### src/rtl/mem_arb_pkg.sv
// rtl/mem_arb_pkg.sv - shared types and constants for the memory port arbiter
package mem_arb_pkg;

  localparam int BYTE_W = 8;

  typedef enum logic [1:0] {
    ARB_RUN    = 2'd0,
    ARB_DRAIN  = 2'd1,
    ARB_HALTED = 2'd2
  } arb_state_t;

  typedef enum logic [1:0] {
    OWN_NONE = 2'd0,
    OWN_CPU  = 2'd1,
    OWN_DBG  = 2'd2
  } owner_t;

endpackage

### src/rtl/mem_arb_wait_ctr.sv
// rtl/mem_arb_wait_ctr.sv - saturating starvation counter for pending debug requests
module mem_arb_wait_ctr #(
  parameter int MAX_WAIT = 8
) (
  input  logic CLK,
  input  logic RST,
  input  logic inc,
  input  logic clr,
  output logic at_max
);

  localparam int CW = $clog2(MAX_WAIT + 1);

  logic [CW-1:0] wait_cnt;

  always_ff @(posedge CLK) begin
    if (RST || clr) begin
      wait_cnt <= '0;
    end else if (inc && (wait_cnt != CW'(MAX_WAIT))) begin
      wait_cnt <= wait_cnt + 1'b1;
    end
  end

  assign at_max = (wait_cnt == CW'(MAX_WAIT));

endmodule

### src/rtl/mem_port_arbiter.sv
// rtl/mem_port_arbiter.sv - CPU/debug arbiter for the single-port unified memory
// Optional MEM_ARB_PERF_EN adds the conflict_cnt performance counter port.
module mem_port_arbiter
  import mem_arb_pkg::*;
#(
  parameter int ADDR_W   = 32,
  parameter int DATA_W   = 32,
  parameter int MAX_WAIT = 8
) (
  input  logic                     CLK,
  input  logic                     RST,
  input  logic                     cpu_halt,
  output logic                     halted_ack,
  input  logic                     cpu_req,
  input  logic                     cpu_we,
  input  logic [ADDR_W-1:0]        cpu_addr,
  input  logic [DATA_W-1:0]        cpu_wdata,
  input  logic [DATA_W/BYTE_W-1:0] cpu_be,
  output logic                     cpu_gnt,
  output logic                     cpu_rvalid,
  output logic [DATA_W-1:0]        cpu_rdata,
  input  logic                     dbg_req,
  input  logic                     dbg_we,
  input  logic [ADDR_W-1:0]        dbg_addr,
  input  logic [DATA_W-1:0]        dbg_wdata,
  output logic                     dbg_gnt,
  output logic                     dbg_rvalid,
  output logic [DATA_W-1:0]        dbg_rdata,
  output logic                     mem_en,
  output logic                     mem_we,
  output logic [ADDR_W-1:0]        mem_addr,
  output logic [DATA_W-1:0]        mem_wdata,
  output logic [DATA_W/BYTE_W-1:0] mem_be,
`ifdef MEM_ARB_PERF_EN
  output logic [31:0]              conflict_cnt,
`endif
  input  logic [DATA_W-1:0]        mem_rdata
);

  arb_state_t state;
  owner_t     own1, own2;
  logic       rd1;
  logic       at_max;

  // A halt request seen in RUN blocks every grant that cycle, so no new op races the drain.
  always_comb begin
    cpu_gnt = 1'b0;
    dbg_gnt = 1'b0;
    if (!RST) begin
      case (state)
        ARB_RUN: begin
          if (!cpu_halt) begin
            dbg_gnt = dbg_req && (!cpu_req || at_max);
            cpu_gnt = cpu_req && !dbg_gnt;
          end
        end
        ARB_HALTED: dbg_gnt = dbg_req && cpu_halt;
        default: ;
      endcase
    end
  end

  mem_arb_wait_ctr #(.MAX_WAIT(MAX_WAIT)) u_wait_ctr (
    .CLK    (CLK),
    .RST    (RST),
    .inc    (dbg_req && !dbg_gnt && (state == ARB_RUN)),
    .clr    (dbg_gnt || !dbg_req),
    .at_max (at_max)
  );

  always_ff @(posedge CLK) begin
    if (RST) begin
      state     <= ARB_RUN;
      mem_en    <= 1'b0;
      mem_we    <= 1'b0;
      mem_addr  <= '0;
      mem_wdata <= '0;
      mem_be    <= '0;
      own1      <= OWN_NONE;
      rd1       <= 1'b0;
      own2      <= OWN_NONE;
    end else begin
      case (state)
        ARB_RUN:    if (cpu_halt) state <= ARB_DRAIN;
        // Stage 2 retires this cycle, so only a stage-1 CPU op can still be in flight next cycle.
        ARB_DRAIN: begin
          if (!cpu_halt)            state <= ARB_RUN;
          else if (own1 != OWN_CPU) state <= ARB_HALTED;
        end
        ARB_HALTED: if (!cpu_halt) state <= ARB_RUN;
        default:    state <= ARB_RUN;
      endcase

      mem_en <= cpu_gnt || dbg_gnt;
      mem_we <= 1'b0;
      own1   <= OWN_NONE;
      rd1    <= 1'b0;
      if (cpu_gnt) begin
        mem_we    <= cpu_we;
        mem_addr  <= cpu_addr;
        mem_wdata <= cpu_wdata;
        mem_be    <= cpu_be;
        own1      <= OWN_CPU;
        rd1       <= !cpu_we;
      end else if (dbg_gnt) begin
        mem_we    <= dbg_we;
        mem_addr  <= dbg_addr;
        mem_wdata <= dbg_wdata;
        mem_be    <= '1;
        own1      <= OWN_DBG;
        rd1       <= !dbg_we;
      end
      own2 <= rd1 ? own1 : OWN_NONE;
    end
  end

  assign halted_ack = (state == ARB_HALTED);
  assign cpu_rvalid = (own2 == OWN_CPU);
  assign dbg_rvalid = (own2 == OWN_DBG);
  assign cpu_rdata  = mem_rdata;
  assign dbg_rdata  = mem_rdata;

`ifdef MEM_ARB_PERF_EN
  always_ff @(posedge CLK) begin
    if (RST)                     conflict_cnt <= '0;
    else if (cpu_req && dbg_req) conflict_cnt <= conflict_cnt + 32'd1;
  end
`endif

endmodule

### config.mk
export PLATFORM = sky130hd
export DESIGN_NAME = mem_port_arbiter
export DESIGN_NICKNAME = d
export VERILOG_FILES = /design/src/rtl/mem_arb_pkg.sv /design/src/rtl/mem_arb_wait_ctr.sv /design/src/rtl/mem_port_arbiter.sv
export SDC_FILE = /design/constraint.sdc
export NUM_CORES = 1
export LEC_CHECK = 0
export ABC_CLOCK_PERIOD_IN_PS = 2150
export CAP_MARGIN = 25
export CORE_AREA = 2 2 121 123
export CTS_BUF_LIST = sky130_fd_sc_hd__clkbuf_16
export DETAILED_ROUTE_END_ITERATION = 7
export DIE_AREA = 0 0 123 125
export DONT_BUFFER_PORTS = 1
export PLACE_DENSITY_LB_ADDON = 0.1
export SETUP_SLACK_MARGIN = 0.2
export SYNTH_ARGS = -nofsm -noshare
export SYNTH_HDL_FRONTEND = slang
export SYNTH_HIERARCHICAL = 1
export SYNTH_SLANG_ARGS = --single-unit
export TNS_END_PERCENT = 1
### constraint.sdc
create_clock -name CLK -period 2.15 [get_ports CLK]
set_clock_uncertainty 0.05 [all_clocks]
set_input_delay 0.645 -clock CLK [delete_from_list [all_inputs] [get_ports CLK]]
set_output_delay 0.645 -clock CLK [all_outputs]
set_load 0.02 [all_outputs]
==> metrics.csv <==
stage,metric,value,unit
routing,DR pass1 iterations,4,
worst_setup_path,r2r setup slk,0.16,ns
worst_hold_path,class of the worst hold path,in2reg,
layout,diode count,0,
sta,setup_tns,-0.0988,ns
sta,FMAX,454,MHz
placement,number of buffers added on ports,0,
placement,hpwl dp,7.96,mm
sta,post-route setup slack,-0.0503,ns
cts,CTS tree,done,
synthesis,Mean Syn Cell Area,8.13,um2
placement,placed cell areas,0.00385,mm2
worst_setup_path,max incr delay on CP,0.33,ns
grt,initial antenna violation count,0,
sta,hold slack final,0.315,ns
worst_setup_path,Worst Path Max Fanout,5,
sta,Final Setup Violations,2,
routing,DR vias,3252,
layout,# fillers,1495,
synthesis,Synth area leader,dfxtp_1,
die,die area,0.0154,mm2
synthesis,post-synthesis sequential area ratio,39.6,%
synthesis,Most used DFF post-synth,dfxtp_1,
cts,# hold bufs at CTS,0,
sta,period utilisation layout,102,%
worst_setup_path,critical path class,reg2out,
synthesis,Yosys cell types,36,
layout,synthesis-to-finish area growth,12.3,%
pwr,Pwr Total,4070,uW
synthesis,Post-synth ARST share,0,%
synthesis,#FFs+latches synth,81,
worst_setup_path,Worst Setup End Kind,output port,
sta,RSZ-0062 raised after global routing,true,
layout,share of cells above drive strength 1,36.9,%
cts,clock buffer depth,2,
die,io pins,310,
grt,largest net degree at the start of global routing,83,
layout,Post-Layout Cell Count,618,
routing,WL per Instance,19.6,um
placement,GP Congestion,0.712,
sta,Pins Over Slew Limit,0,
worst_setup_path,CP cell instances,inv_2 -> ha_4 -> nand3b_4 -> inv_4 -> nand2b_4 -> a41oi_4 -> nor2_4 -> buf_6,
status,failing checks,setup timing,
synthesis,Yosys top cell area share,39.6,%
grt,first-pass GRT wire length,17.8,mm
synthesis,"top cells by area, synth","dfxtp_1 (40%), buf_4 (13%), a211oi_1 (9.0%)",
synthesis,most common cell in the synthesized netlist,dfxtp_1,
status,status,finished with violations,
synthesis,"EDFF count, synth",0,
synthesis,cell area after synthesis,0.00409,mm2
pwr,Static Leakage,0.00156,uW
routing,Initial DRC Count,162,
synthesis,Synth Instances,503,
routing,vias per cell,5.26,
cts,H-tree Lvls,3,
cts,TritonCTS Buffers,9,
sta,minimum clock period,2.20,ns
sta,Max-Slew Margin vs Limit,69.0,%
die,die height,125,um
worst_setup_path,Critical Path AT,1.51,ns
die,Die W,123,um
die,Core Rows,44,
pwr,pwr dens,885,mW/mm2
cts,"Reg clk slew, reported paths",0.06,ns
grt,Tot GR Track Use,15.1,%
cts,CTS Root Cell,clkbuf_16,
placement,# placed instances,596,
routing,Routed WL,12.1,mm
worst_setup_path,WP data required,1.45,ns
grt,vias in the first global route,3258,
die,core area,0.0142,mm2
cts,Sink Count,81,
sta,final hold viol count,0,
synthesis,YS warnings,6,
cts,Skew-Pair Late Insertion Delay,0.34,ns
worst_setup_path,crit path launch type,register,
die,Starting Density,28.8,%
sta,Worst-Margin Slew,0.464,ns
routing,post-route antenna net violation count,0,
grt,gr ovfl total,0,
layout,Final Instance Area,0.00460,mm2
synthesis,top post-synthesis cells by count,"dfxtp_1 (81), nor2_1 (75), buf_4 (69), nand2_1 (67), a21oi_1 (55)",
pwr,Peak VDD IR,0.324,mV
run,max-cap violations,0,
synthesis,net count after synthesis,676,
routing,residual DRC count,0,
layout,Final #Nets,602,
worst_setup_path,CP max-delay cell,dfxtp_2,
==> power by group <==
group          switching [uW]  internal [uW]  leakage (uW)
registers                 225           1620      0.000667
logic                     260            206      0.000724
clock network             633           1120      0.000167
total                    1120           2950       0.00156
==> state kept, by name (all words and copies together), names as in the netlist <==
register	flops
mem_addr	32
mem_we	1
mem_be	4
own2	2
state	2
mem_en	1
u_wait_ctr/wait_cnt	4
own1	2
mem_wdata	32
rd1	1
==> metrics by stage <==
stage	setup slack (ns)	utilization [%]
5_1_grt	-0.129	32.4
2_1_floorplan	-0.0200	-
3_3_place_gp	0.104	27.1
6_report	-0.0503	32.4
4_1_cts	-0.0971	29.9
3_5_place_dp	0.0738	27.1
==> per-layer routing <==
metal  vias up  routed length, um  global-route usage [%]
met1      1549               4420                    16.9
li1       1504                  -                       -
met4         0                523                    10.3
met2       158               5990                    24.0
met3        41               1160                    5.11
met5         -                  0                       0
==> cell usage in the layout (no fill, tap or decap), drive strengths merged <==
master / n
nand3b: 1
ha: 2
xor2: 1
nand2: 67
nand2b: 1
a21boi: 3
a41o: 1
nand3: 2
and4b: 1
o22a: 1
o21ai: 4
dfxtp: 81
nor2b: 3
a211oi: 64
nand4: 2
inv: 6
a22oi: 1
nor4b: 1
nor2: 76
or3: 1
and4: 1
bufinv: 3
a41oi: 1
and3b: 2
clkbuf: 9
buf: 18
nor3: 10
o21ba: 1
clkinv: 4
nor3b: 1
a21oi: 65
==> worst paths after layout <==
| kind | endpoint | start | cells after the start |
|---|---|---|---|
| max | dbg_gnt | u_wait_ctr/wait_cnt[1] | 8 |
| min | mem_wdata[16] | RST | 1 |
| max reg2reg | mem_addr[22] | u_wait_ctr/wait_cnt[1] | 10 |
| min reg2reg | own2[0] | own1[0] | 2 |
==> worst max-delay path: cells and delay by family (launching register included) <==
family	cells	cell delay [ns]
AOI/OAI and AO/OA	1	0.11
adders and majority gates	1	0.13
buffers and inverters	3	0.26
DFF	1	0.33
and+or+nand+nor	3	0.33
==> kinds of logic after synthesis <==
kind of cell    share of synthesized area (%)
xor+xnor                                0.214
fa+ha+maj                               0.612
compound gates                           24.9
simple gates                             17.5
flops                                    39.6
buf+inv                                  17.2
==> layout make-up <==
class	count	area (um2)	share of cell area (%)
Clock buffer	9	225	4.90
Clock inverter	7	109	2.37
Inverter	6	25.0	0.545
Multi-Input combinational cell	313	2150	46.9
Sequential cell	81	1620	35.3
Tap cell	184	230	5.01
Timing Repair Buffer	18	229	4.98
==> timing repair <==
action                     CTS  global route
buffers inserted             6             0
pin swaps                    4            15
setup endpoints to repair   67            71
gates resized for setup      7            88
cloned                       0             0
Note: power is estimated with default switching activity, not from simulation.
